==> src/rtl/mem_access_ctrl.sv <==
// Purpose : core-side initiator for the memory array; one load/store in flight, 32-bit stores done as read-modify-write.
// Latency : load RL+1, 64-bit store WC+1, 32-bit store RL+WC+1, misaligned 1 (accept -> rsp_valid).
// Backpressure: none queued; req_valid is only honoured while busy=0, otherwise dropped.
//
// Ports:
//   clk, rst_n                  clock, asynchronous active-low reset
//   req_valid/we/size/addr/wdata  request from the core (size 0=32-bit, 1=64-bit)
//   busy                        controller not idle
//   rsp_valid/err/rdata         one-cycle completion pulse, error flag, load data (held)
//   mem_address/CS/WE/OE        memory control pins, all registered
//   mem_data_in / mem_data_out  write data to / read data from the memory word
module mem_access_ctrl #(
    parameter int ADDR_W       = 32,
    parameter int DATA_W       = 64,
    parameter int READ_LATENCY = 2,
    parameter int WRITE_CYCLES = 1
) (
    input  logic              clk,
    input  logic              rst_n,
    input  logic              req_valid,
    input  logic              req_we,
    input  logic              req_size,
    input  logic [ADDR_W-1:0] req_addr,
    input  logic [DATA_W-1:0] req_wdata,
    output logic              busy,
    output logic              rsp_valid,
    output logic              rsp_err,
    output logic [DATA_W-1:0] rsp_rdata,
    output logic [ADDR_W-1:0] mem_address,
    output logic              mem_CS,
    output logic              mem_WE,
    output logic              mem_OE,
    output logic [DATA_W-1:0] mem_data_in,
    input  logic [DATA_W-1:0] mem_data_out
);

    localparam int HALF_W  = DATA_W / 2;
    localparam int CNT_MAX = (READ_LATENCY > WRITE_CYCLES) ? READ_LATENCY : WRITE_CYCLES;
    localparam int CNT_W   = (CNT_MAX > 1) ? $clog2(CNT_MAX) : 1;

    localparam logic [CNT_W-1:0] RD_LAST = CNT_W'(READ_LATENCY - 1);
    localparam logic [CNT_W-1:0] WR_LAST = CNT_W'(WRITE_CYCLES - 1);

    localparam logic [1:0] S_IDLE = 2'd0;
    localparam logic [1:0] S_RD   = 2'd1;
    localparam logic [1:0] S_WR   = 2'd2;
    localparam logic [1:0] S_RESP = 2'd3;

    // Captured request attributes still needed after the accept cycle.
    typedef struct packed {
        logic              we;
        logic              size;
        logic              addr2;   // selects the upper half for 32-bit accesses
        logic [HALF_W-1:0] wlo;     // 32-bit store data
    } op_t;

    logic [1:0]       state, state_nxt;
    logic [CNT_W-1:0] cnt, cnt_nxt;
    op_t              op;

    logic              accept;
    logic              misaligned;
    logic              rd_last;
    logic              wr_last;
    logic [HALF_W-1:0] rd_half;
    logic [DATA_W-1:0] load_data;
    logic [DATA_W-1:0] merged;

    always_comb begin
        misaligned = req_size ? (req_addr[2:0] != 3'b000) : (req_addr[1:0] != 2'b00);
        accept     = (state == S_IDLE) && req_valid;
        rd_last    = (cnt == RD_LAST);
        wr_last    = (cnt == WR_LAST);
        state_nxt  = state;
        cnt_nxt    = cnt;
        case (state)
            S_IDLE: begin
                if (req_valid) begin
                    cnt_nxt = '0;
                    if (misaligned)
                        state_nxt = S_RESP;
                    else if (req_we && req_size)
                        state_nxt = S_WR;
                    else
                        state_nxt = S_RD;   // loads and the read half of a 32-bit store
                end
            end
            S_RD: begin
                if (rd_last) begin
                    cnt_nxt   = '0;
                    state_nxt = op.we ? S_WR : S_RESP;
                end else begin
                    cnt_nxt = cnt + CNT_W'(1);
                end
            end
            S_WR: begin
                if (wr_last) begin
                    cnt_nxt   = '0;
                    state_nxt = S_RESP;
                end else begin
                    cnt_nxt = cnt + CNT_W'(1);
                end
            end
            default: begin
                state_nxt = S_IDLE;
            end
        endcase
    end

    // Data paths valid on the last RD cycle, when mem_data_out is sampled.
    always_comb begin
        rd_half   = op.addr2 ? mem_data_out[DATA_W-1:HALF_W] : mem_data_out[HALF_W-1:0];
        load_data = op.size ? mem_data_out : {{HALF_W{1'b0}}, rd_half};
        merged    = op.addr2 ? {op.wlo, mem_data_out[HALF_W-1:0]}
                             : {mem_data_out[DATA_W-1:HALF_W], op.wlo};
    end

    // Outputs are registered from the next state so strobes line up with the state they describe.
    always_ff @(posedge clk or negedge rst_n) begin
        if (!rst_n) begin
            state       <= S_IDLE;
            cnt         <= '0;
            op          <= '0;
            busy        <= 1'b0;
            rsp_valid   <= 1'b0;
            rsp_err     <= 1'b0;
            rsp_rdata   <= '0;
            mem_address <= '0;
            mem_CS      <= 1'b0;
            mem_WE      <= 1'b0;
            mem_OE      <= 1'b0;
            mem_data_in <= '0;
        end else begin
            state     <= state_nxt;
            cnt       <= cnt_nxt;
            busy      <= (state_nxt != S_IDLE);
            rsp_valid <= (state_nxt == S_RESP);
            mem_CS    <= (state_nxt == S_RD) || (state_nxt == S_WR);
            mem_OE    <= (state_nxt == S_RD);
            mem_WE    <= (state_nxt == S_WR);

            if (accept) begin
                op.we       <= req_we;
                op.size     <= req_size;
                op.addr2    <= req_addr[2];
                op.wlo      <= req_wdata[HALF_W-1:0];
                mem_address <= {3'b000, req_addr[ADDR_W-1:3]};
                if (req_we && req_size && !misaligned)
                    mem_data_in <= req_wdata;
            end

            // Read-modify-write: the merged word is ready for the first WR cycle.
            if ((state == S_RD) && rd_last && op.we)
                mem_data_in <= merged;

            // Response fields are only updated on entry to RESP and then held.
            if (state_nxt == S_RESP) begin
                rsp_err   <= (state == S_IDLE);
                rsp_rdata <= (state == S_RD) ? load_data : '0;
            end
        end
    end

    a_we_oe_excl: assert property (@(posedge clk) disable iff (!rst_n) !(mem_WE && mem_OE));
    a_strobe_cs:  assert property (@(posedge clk) disable iff (!rst_n) (mem_WE || mem_OE) |-> mem_CS);

endmodule
==> config.mk <==
export PLATFORM = sky130hd
export DESIGN_NAME = mem_access_ctrl
export DESIGN_NICKNAME = d
export VERILOG_FILES = /design/src/rtl/mem_access_ctrl.sv
export SDC_FILE = /design/constraint.sdc
export NUM_CORES = 1
export LEC_CHECK = 0
export BUFFER_PORTS_ARGS = -buffer_cell sky130_fd_sc_hd__buf_4
export CORE_UTILIZATION = 35
export DETAILED_ROUTE_END_ITERATION = 12
export PLACE_DENSITY = 0.63
export SYNTH_ARGS = -nofsm -noshare
export SYNTH_HDL_FRONTEND = slang
export SYNTH_SLANG_ARGS = --single-unit
==> constraint.sdc <==
create_clock -name clk -period 2.2 [get_ports clk]
set_clock_uncertainty 0.2 [all_clocks]
set_input_delay 0.44 -clock clk [delete_from_list [all_inputs] [get_ports clk]]
set_output_delay 0.44 -clock clk [all_outputs]
set_load 0.02 [all_outputs]
==> results.json, run 1 <==
{
  "status": "finished, final reports clean",
  "fmax_mhz": 457,
  "cp.depth": 8,
  "path_buf_inv": 3,
  "coreArea_mm2": 0.0255,
  "num_vias": 8156,
  "nNetsFinal": 1361,
  "clock-sinks": 201,
  "synth.mux.area_fraction_pct": 18.0,
  "setup_viol": 0,
  "layout-drive-gt1-share_pct": 41.6,
  "finalHoldViolations": 0,
  "final_area_mm2": 0.0144,
  "cp.required_ns": 2.40,
  "clk_pin_slew_ns": 0.06,
  "final_common_cell": "buf_4",
  "diodes": 0,
  "syn_area_per_cell_um2": 12.6,
  "rsz0062_at_grt": "true",
  "p_leak_uw": 0.00691,
  "criticalPathCategory": "flip-flop to flip-flop",
  "crit_path_start_kind": "flip-flop",
  "place.gp.congestion": 0.822,
  "ys_ff_latch": 201,
  "cp-startpoint": "state[1]$_DFF_PN0_",
  "grt_pass1_vias": 8602,
  "rows": 58,
  "grt_pass1_wl_um": 48300,
  "worstRegToRegCells": 8,
  "power.density_mw_per_mm2": 1460,
  "clock-root-buffer": "clkbuf_16",
  "numCtsBuffers": 25,
  "via_per_inst": 5.30,
  "antenna_left": 0,
  "synthAdderAreaFrac_pct": 0.682,
  "r2r_slack_ns": 0.01,
  "whs_path_depth": 3,
  "cts_tree": "yes",
  "h-tree-depth": 1,
  "wirelength_um": 31800,
  "reg2reg_from": "state[1]$_DFF_PN0_",
  "synth_compound_area_share_pct": 13.9,
  "synth-xor-area-share_pct": 0,
  "timing.hold.ws_ns": 0.0222,
  "synth_top_family_by_area": "multiplexers",
  "tns_ns": 0,
  "die_w_um": 164,
  "yosys_warnings": 0,
  "io_pins": 331,
  "clockBufferDepth": 3,
  "preCtsSetupSlack_ns": -0.535,
  "cp.arrival_ns": 2.39,
  "cap_violations": 0,
  "die_h_um": 164,
  "placed_area_mm2": 0.0122,
  "crit_path_end_kind": "flip-flop",
  "slew_headroom_pct": 51.0,
  "drtIter0Drc": 597,
  "yosysSeqAreaShare_pct": 54.8,
  "portBuffers": 327,
  "fin_crit_ns": 2.19,
  "cp_max_fo": 35,
  "vdd_drop_max_mv": 1.08,
  "reg2reg_to": "rsp_rdata[40]$_DFFE_PN0N_",
  "crit_slowest_cell": "dfrtp_2",
  "drt_first_pass_iters": 5,
  "wire_per_inst_um": 20.6,
  "critical_path.top_delay_family": "compound AO/OA/AOI/OAI gates",
  "cp-endpoint": "rsp_rdata[40]$_DFFE_PN0N_",
  "grt-ovfl-total": 0,
  "grt_max_degree": 66,
  "period_share_pct": 99.4,
  "cp_cell_sequence": "nor3b_4 -> o41ai_2 -> a22oi_2 -> ha_2 -> buf_4 -> inv_2 -> buf_12 -> a22o_1",
  "cp_slowest_stage_delay_ns": 0.45,
  "hp-class": "primary input to flip-flop",
  "layout_common_cells": "buf_4, dfrtp_1, dlygate4sd3_1",
  "start_util_pct": 36.0,
  "drc_errors": 0,
  "dieArea_mm2": 0.0269,
  "globalRouteTotalUtil_pct": 23.2,
  "synth_cell_types": 36,
  "synthSimpleGateAreaFrac_pct": 7.70,
  "dp_hpwl_um": 20200,
  "setup_slack_ns": 0.0131,
  "syn_area_mm2": 0.00918,
  "areaGrowthSynthToFinish_pct": 57.3,
  "slew_violations": 0,
  "tightest_slew_ns": 0.736,
  "clk_latency_ns": 0.52,
  "grt_antenna_before_repair": 0,
  "syn_inst": 726
}
synth_stat cells (all sizes together):
cell type / instances / area share, %
nand3b: 2 / 0.20
mux2: 64 / 7.9
o21a: 1 / 0.082
o21ai: 2 / 0.11
clkbuf: 19 / 0.78
nand3: 61 / 3.3
o221ai: 61 / 6.5
nor3b: 1 / 0.14
o211ai: 6 / 0.49
nand4b: 1 / 0.095
nand2: 67 / 2.7
a22oi: 2 / 0.16
ha: 5 / 0.68
nand2b: 5 / 0.34
mux2i: 93 / 10
and4b: 2 / 0.22
nor2: 2 / 0.16
buf: 52 / 4.0
o31ai: 2 / 0.16
nand4: 3 / 0.20
conb: 1 / 0.041
and2: 1 / 0.068
nor4: 1 / 0.14
nor2b: 1 / 0.068
a22o: 34 / 3.2
dfrtp: 201 / 55
o2bb2ai: 32 / 3.1
o41ai: 1 / 0.095
inv: 3 / 0.12
per-stage QoR:
step	power [µW]	instances	utilization, %
after global placement	16400	1359	47.8
after floorplan	12300	728	-
after global routing	22200	1540	56.7
after CTS	21200	1540	56.7
final	21100	1540	56.7
after detailed placement	16600	1359	47.8
what timing repair did:
item / CTS / global route
hold endpoints to repair: 203 / 0
pin swaps: 2 / 2
setup buffers: 3 / 0
cloned: 1 / 0
gates resized for setup: 3 / 4
setup endpoints to repair: 127 / 101
hold buffers: 131 / 0
worst register-to-register path, delay by kind of cell (launching register included):
family          cells  cell delay [ns]
buf+inv             3             0.34
flops               1             0.45
fa+ha+maj           1             0.24
simple gates        1             0.25
compound gates      3             0.58
sequential cells by signal, indices dropped and copies added (netlist names):
| name | count |
|---|---|
| cnt | 1 |
| mem_data_in | 64 |
| mem_CS | 1 |
| mem_WE | 1 |
| rsp_valid | 1 |
| op | 35 |
| rsp_err | 1 |
| busy | 1 |
| mem_OE | 1 |
| rsp_rdata | 64 |
| state | 2 |
| mem_address | 29 |
routing by layer:
layer / GRT usage, % / part of all wire, %
met1: 29.9 / 42
met2: 39.1 / 48
met3: 4.97 / 7.0
met4: 6.69 / 2.9
met5: 0 / 0
final cells by class:
class,instances,area [µm²]
Fill cell,2147,11000
Sequential cell,201,5030
Timing Repair Buffer,506,4360
Multi-Input combinational cell,454,3760
Clock buffer,34,689
Tap cell,330,413
Clock inverter,12,169
Inverter,3,11.3
how the worst min path moves through the flow:
stage | from | end | slack, ns
global placement | rst_n | rsp_rdata[50]$_DFFE_PN0N_ | 0.25
global route | req_wdata[40] | mem_data_in[40]$_DFFE_PN0P_ | 0.02
finish | mem_data_out[8] | rsp_rdata[8]$_DFFE_PN0N_ | 0.02
floorplan | rst_n | busy$_DFF_PN0_ | -0.06
detailed placement | rst_n | mem_data_in[50]$_DFFE_PN0P_ | 0.25
CTS | mem_data_out[2] | rsp_rdata[2]$_DFFE_PN0N_ | 0.0003
cell families after synthesis:
| kind of cell | count (synthesis) |
|---|---|
| adder cells (fa/ha/maj) | 5 |
| other | 1 |
| buffers and inverters | 74 |
| AND/OR/NAND/NOR | 147 |
| AO/OA/AOI/OAI | 141 |
| flip-flops | 201 |
| multiplexers | 157 |
power by group:
group	leakage, µW	switching, µW	internal [µW]	total, µW
Combinational	0.00398	5330	4810	10100
Clock	0.000418	1620	2660	4280
Sequential	0.00251	1180	5500	6680
Power figures use the tool's default switching activity.
==> run 2: changes to the inputs <==
--- a/config.mk
+++ b/config.mk
@@ -8,7 +8,7 @@
 export BUFFER_PORTS_ARGS = -buffer_cell sky130_fd_sc_hd__buf_4
 export CORE_UTILIZATION = 35
 export DETAILED_ROUTE_END_ITERATION = 12
-export PLACE_DENSITY = 0.63
+export PLACE_DENSITY = 0.71
 export SYNTH_ARGS = -nofsm -noshare
 export SYNTH_HDL_FRONTEND = slang
 export SYNTH_SLANG_ARGS = --single-unit
==> run 2 against run 1 <==
Against the previous run: largest cell class unchanged; non-clock buffer count rose by 6; clock power shrank 3%; core utilization grew 0.28 points; highest routed layer unchanged; global-route usage increased by 0.12 points; fmax is 1.1% higher; critical path depth did not move; setup slack gained 0.023 ns; power rose by 0.45%; sequential cell count unchanged.
==> results.json, run 2 (synthesized netlist as in run 1, its figures left out) <==
{
  "m1WireLength_um": 12500,
  "clockBufferDepth": 3,
  "dp_hpwl_um": 19900,
  "hp-class": "primary input to flip-flop",
  "grt_antenna_before_repair": 0,
  "period_share_pct": 98.4,
  "die_w_um": 164,
  "drc_errors": 0,
  "wl_met3_um": 2670,
  "reg.largest.list": "mem_data_in (64), rsp_rdata (64), op (35)",
  "fin_crit_ns": 2.16,
  "grt_max_degree": 66,
  "worstRegToRegCells": 8,
  "final_common_cell": "buf_4",
  "status": "finished, final reports clean",
  "min_to": "rsp_rdata[21]$_DFFE_PN0N_",
  "crit_path_start_kind": "flip-flop",
  "top_layer_used": "met4",
  "setup_viol": 0,
  "vdd_drop_max_mv": 1.10,
  "dieArea_mm2": 0.0269,
  "antenna_left": 0,
  "layout_common_cells": "buf_4, dfrtp_1, dlygate4sd3_1",
  "multi_input_comb_area_mm2": 0.00377,
  "rows": 58,
  "diodes": 0,
  "clock-sinks": 201,
  "io_pins": 331,
  "crit_slowest_cell": "dfrtp_2",
  "cp_slowest_stage_delay_ns": 0.45,
  "reg2reg_from": "state[1]$_DFF_PN0_",
  "power.density_mw_per_mm2": 1460,
  "power.total_uw": 21200,
  "nNetsFinal": 1366,
  "numCtsBuffers": 24,
  "cts_tree": "yes",
  "place.gp.congestion": 0.830,
  "slew_violations": 0,
  "grt_pass1_vias": 8839,
  "fin_util_pct": 57.0,
  "drt_first_pass_iters": 5,
  "die_h_um": 164,
  "clock-root-buffer": "clkbuf_16",
  "whs_path_depth": 3,
  "areaGrowthSynthToFinish_pct": 58.1,
  "fillers": 2011,
  "finalHoldViolations": 0,
  "wirelength_um": 32000,
  "globalRouteTotalUtil_pct": 23.3,
  "reg2reg_to": "rsp_rdata[49]$_DFFE_PN0N_",
  "start_util_pct": 36.0,
  "cap_violations": 0,
  "cp.arrival_ns": 2.42,
  "grt_pass1_wl_um": 48500,
  "cp.required_ns": 2.45,
  "slew_headroom_pct": 58.4,
  "rsz0062_at_grt": "true",
  "cp_cell_sequence": "nor3b_4 -> o41ai_4 -> a22oi_2 -> ha_2 -> nand3b_4 -> nor2_4 -> buf_12 -> a22o_1",
  "layout-drive-gt1-share_pct": 41.8,
  "tightest_slew_ns": 0.624,
  "wl_met2_um": 15700,
  "portBuffers": 327,
  "clk_pin_slew_ns": 0.06,
  "regArea_mm2": 0.00503,
  "h-tree-depth": 1,
  "crit_path_end_kind": "flip-flop",
  "r2r_slack_ns": 0.04,
  "hp-start": "mem_data_out[21]",
  "fmax_mhz": 462,
  "cp_max_fo": 16,
  "num_vias": 8243,
  "criticalPathCategory": "flip-flop to flip-flop",
  "coreArea_mm2": 0.0255,
  "grt-ovfl-total": 0,
  "clk_latency_ns": 0.51,
  "p_leak_uw": 0.00695,
  "via_per_inst": 5.34,
  "drtIter0Drc": 738,
  "tns_ns": 0,
  "wire_per_inst_um": 20.7
}
## run 2: cell count changes in the layout (fill, tap and decap cells not counted), sizes merged
cell,delta
buf,+3
bufinv,-2
clkbuf,+4
clkinv,-2
dlygate4sd3,+1
## run 2: where the power goes
| group | switching, µW | leakage [µW] | total, µW | internal (µW) |
|---|---|---|---|---|
| registers | 1160 | 0.00251 | 6660 | 5500 |
| clock network | 1600 | 0.000408 | 4140 | 2550 |
| logic | 5430 | 0.00403 | 10400 | 4970 |
| total | 8190 | 0.00695 | 21200 | 13000 |
## run 2: what timing repair did
item | in CTS | in global routing
pin swaps | 4 | 4
gates cloned | 1 | 1
endpoints found under the hold margin | 201 | 0
setup buffers | 4 | 3
resized for setup | 4 | 11
hold buffers | 132 | 0
setup endpoints to repair | 130 | 64
## run 2: stage by stage
step | hold slack [ns] | setup WS, ns | std cells | cell area (µm²)
after CTS | 0.000137 | -0.0162 | 1540 | 14400
after detailed placement | 0.213 | -0.525 | 1359 | 12200
after global routing | 0.0203 | -0.0545 | 1544 | 14500
after global placement | 0.209 | -0.425 | 1359 | 12200
after floorplan | -0.0556 | -0.185 | 728 | 9250
final | 0.0185 | 0.0360 | 1544 | 14500
## run 2: final cells by class
class	count	area share [%]
sequential	201	34.7
clock buffer	36	5.08
tap	330	2.84
multi-input combinational	454	26.0
timing repair buffer	512	30.6
clock inverter	8	0.681
inverter	3	0.0948
## run 2: how the worst max path moves through the flow
stage                             from                   endpoint  slack, ns  depth (start not counted)
global route        state[1]$_DFF_PN0_  rsp_rdata[27]$_DFFE_PN0N_      -0.05                          7
floorplan           state[1]$_DFF_PN0_  rsp_rdata[36]$_DFFE_PN0N_      -0.19                         11
global placement             req_valid  rsp_rdata[43]$_DFFE_PN0N_      -0.42                          8
detailed placement           req_valid  rsp_rdata[54]$_DFFE_PN0N_      -0.53                          8
finish              state[1]$_DFF_PN0_  rsp_rdata[49]$_DFFE_PN0N_       0.04                          8
CTS                 state[1]$_DFF_PN0_  rsp_rdata[38]$_DFFE_PN0N_      -0.02                          8
## run 2: worst max-delay path, delay by kind of cell, from the launching register on
kind	cells	cell delay, ns
buffers and inverters	1	0.19
flip-flops	1	0.45
AND/OR/NAND/NOR	3	0.57
AO/OA/AOI/OAI	3	0.45
adder cells (fa/ha/maj)	1	0.24
## run 2: per-layer routing
layer / up-vias / global-route usage, %
met5: - / 0
met4: 0 / 9.09
met3: 74 / 5.15
met2: 432 / 39.7
met1: 4065 / 28.8
li1: 3672 / -
==> run 3: changes to the inputs <==
--- a/config.mk
+++ b/config.mk
@@ -9,6 +9,7 @@
 export CORE_UTILIZATION = 35
 export DETAILED_ROUTE_END_ITERATION = 12
 export PLACE_DENSITY = 0.71
+export RECOVER_POWER = 100
 export SYNTH_ARGS = -nofsm -noshare
 export SYNTH_HDL_FRONTEND = slang
 export SYNTH_SLANG_ARGS = --single-unit
==> run 3 against run 2 <==
Against the previous run: sequential share of layout area rose by 0.084 points; die area did not move; clock power barely moved; combinational power barely moved; non-clock buffer count did not move; critical path type unchanged; largest cell class unchanged; largest power group unchanged.
==> results.json, run 3 (synthesized netlist as in run 1, its figures left out) <==
{
  "cap_violations": 0,
  "p_leak_uw": 0.00693,
  "preCtsSetupSlack_ns": -0.525,
  "cp_max_fo": 16,
  "clockBufferDepth": 3,
  "setup_viol": 0,
  "wirelength_um": 32100,
  "grt_antenna_before_repair": 0,
  "h-tree-depth": 1,
  "clock-root-buffer": "clkbuf_16",
  "grt_max_degree": 66,
  "cp.required_ns": 2.45,
  "clk_latency_ns": 0.51,
  "crit_slowest_cell": "dfrtp_2",
  "slew_violations": 0,
  "grt_pass1_wl_um": 48500,
  "numCtsBuffers": 24,
  "clock-sinks": 201,
  "cp_cell_sequence": "nor3b_4 -> o41ai_4 -> a22oi_2 -> ha_2 -> nand3b_4 -> nor2_4 -> buf_12 -> a22o_1",
  "slew_headroom_pct": 21.1,
  "hp-class": "primary input to flip-flop",
  "reg.largest.list": "mem_data_in (64), rsp_rdata (64), op (35)",
  "rsz0062_at_grt": "true",
  "dieArea_mm2": 0.0269,
  "diodes": 0,
  "final_area_mm2": 0.0145,
  "r2r_slack_ns": 0.03,
  "timing.hold.ws_ns": 0.0212,
  "cts_tree": "yes",
  "globalRouteTotalUtil_pct": 23.3,
  "die_h_um": 164,
  "nNetsFinal": 1366,
  "cp.arrival_ns": 2.42,
  "grt_pass1_vias": 8839,
  "die_w_um": 164,
  "io_pins": 331,
  "start_util_pct": 36.0,
  "areaGrowthSynthToFinish_pct": 57.8,
  "via_per_inst": 5.34,
  "tns_ns": 0,
  "dp_hpwl_um": 19900,
  "rows": 58,
  "place.gp.congestion": 0.830,
  "status": "finished, final reports clean",
  "layout_common_cells": "buf_4, dfrtp_1, dlygate4sd3_1",
  "drt_first_pass_iters": 5,
  "fmax_mhz": 461,
  "final_common_cell": "buf_4",
  "crit_path_end_kind": "flip-flop",
  "setup_slack_ns": 0.0311,
  "drc_errors": 0,
  "coreArea_mm2": 0.0255,
  "finalHoldViolations": 0,
  "antenna_left": 0,
  "grt-ovfl-total": 0,
  "fin_crit_ns": 2.17,
  "drtIter0Drc": 635,
  "power.density_mw_per_mm2": 1460,
  "period_share_pct": 98.6,
  "tightest_slew_ns": 1.18,
  "placed_area_mm2": 0.0122,
  "criticalPathCategory": "flip-flop to flip-flop",
  "num_vias": 8245,
  "wire_per_inst_um": 20.8,
  "crit_path_start_kind": "flip-flop",
  "vdd_drop_max_mv": 1.10,
  "clk_pin_slew_ns": 0.06,
  "portBuffers": 327,
  "layout-drive-gt1-share_pct": 41.8,
  "cp_slowest_stage_delay_ns": 0.45
}
[run 3: cell counts in the layout (fill, tap and decap cells not counted)]
No cell type changed its count.
[run 3: worst paths after layout]
path / startpoint / end / cells after the start
setup / recovery: state[1]$_DFF_PN0_ / rsp_rdata[49]$_DFFE_PN0N_ / 8
hold / removal: mem_data_out[21] / rsp_rdata[21]$_DFFE_PN0N_ / 3
setup reg to reg: state[1]$_DFF_PN0_ / rsp_rdata[49]$_DFFE_PN0N_ / 8
hold reg to reg: rsp_rdata[7]$_DFFE_PN0N_ / rsp_rdata[7]$_DFFE_PN0N_ / 1
max in group asynchronous: rst_n / state[1]$_DFF_PN0_ / 3
min in group asynchronous: rst_n / mem_data_in[14]$_DFFE_PN0P_ / 2
[run 3: layout make-up]
cell class / instances / area (µm²)
flip-flops and latches: 201 / 5030
clock inverters: 8 / 98.8
repair buffers: 512 / 4410
inverters: 3 / 13.8
multi-input cells: 454 / 3770
well taps: 330 / 413
fillers: 2018 / 11000
clock buffers: 36 / 737
[run 3: repair_timing]
action | 4_1_cts | 5_1_grt
hold endpoints to repair | 201 | 0
pin swaps | 4 | 4
setup endpoints to repair | 130 | 64
resized for setup | 4 | 11
hold buffers | 132 | 0
buffers inserted | 4 | 3
gates cloned | 1 | 1
[run 3: worst max-delay path, delay by kind of cell (launching register included)]
kind | cells | cell delay (ns)
AO/OA/AOI/OAI | 3 | 0.45
adder cells (fa/ha/maj) | 1 | 0.24
flip-flops | 1 | 0.45
buffers and inverters | 1 | 0.19
AND/OR/NAND/NOR | 3 | 0.57
[run 3: power breakdown]
part / total [µW] / internal (µW) / leakage, µW / switching (µW)
registers: 6650 / 5500 / 0.00251 / 1160
logic: 10400 / 4960 / 0.00402 / 5440
clock network: 4140 / 2550 / 0.000408 / 1590
[run 3: metrics by stage]
step	utilization [%]	instances	total power, µW
finish	56.8	1544	21200
global route	56.8	1544	22300
CTS	56.6	1540	21100
detailed placement	47.9	1359	16600
global placement	47.9	1359	16400
floorplan	-	728	12300
[run 3: routing by layer]
metal  global-route usage (%)  up-vias  routed length (µm)
met5                        0        -                   0
met4                     9.09        0                1170
met3                     5.15       76                2590
met2                     39.7      450               15700
met1                     28.8     4048               12600
li1                         -     3671                   -
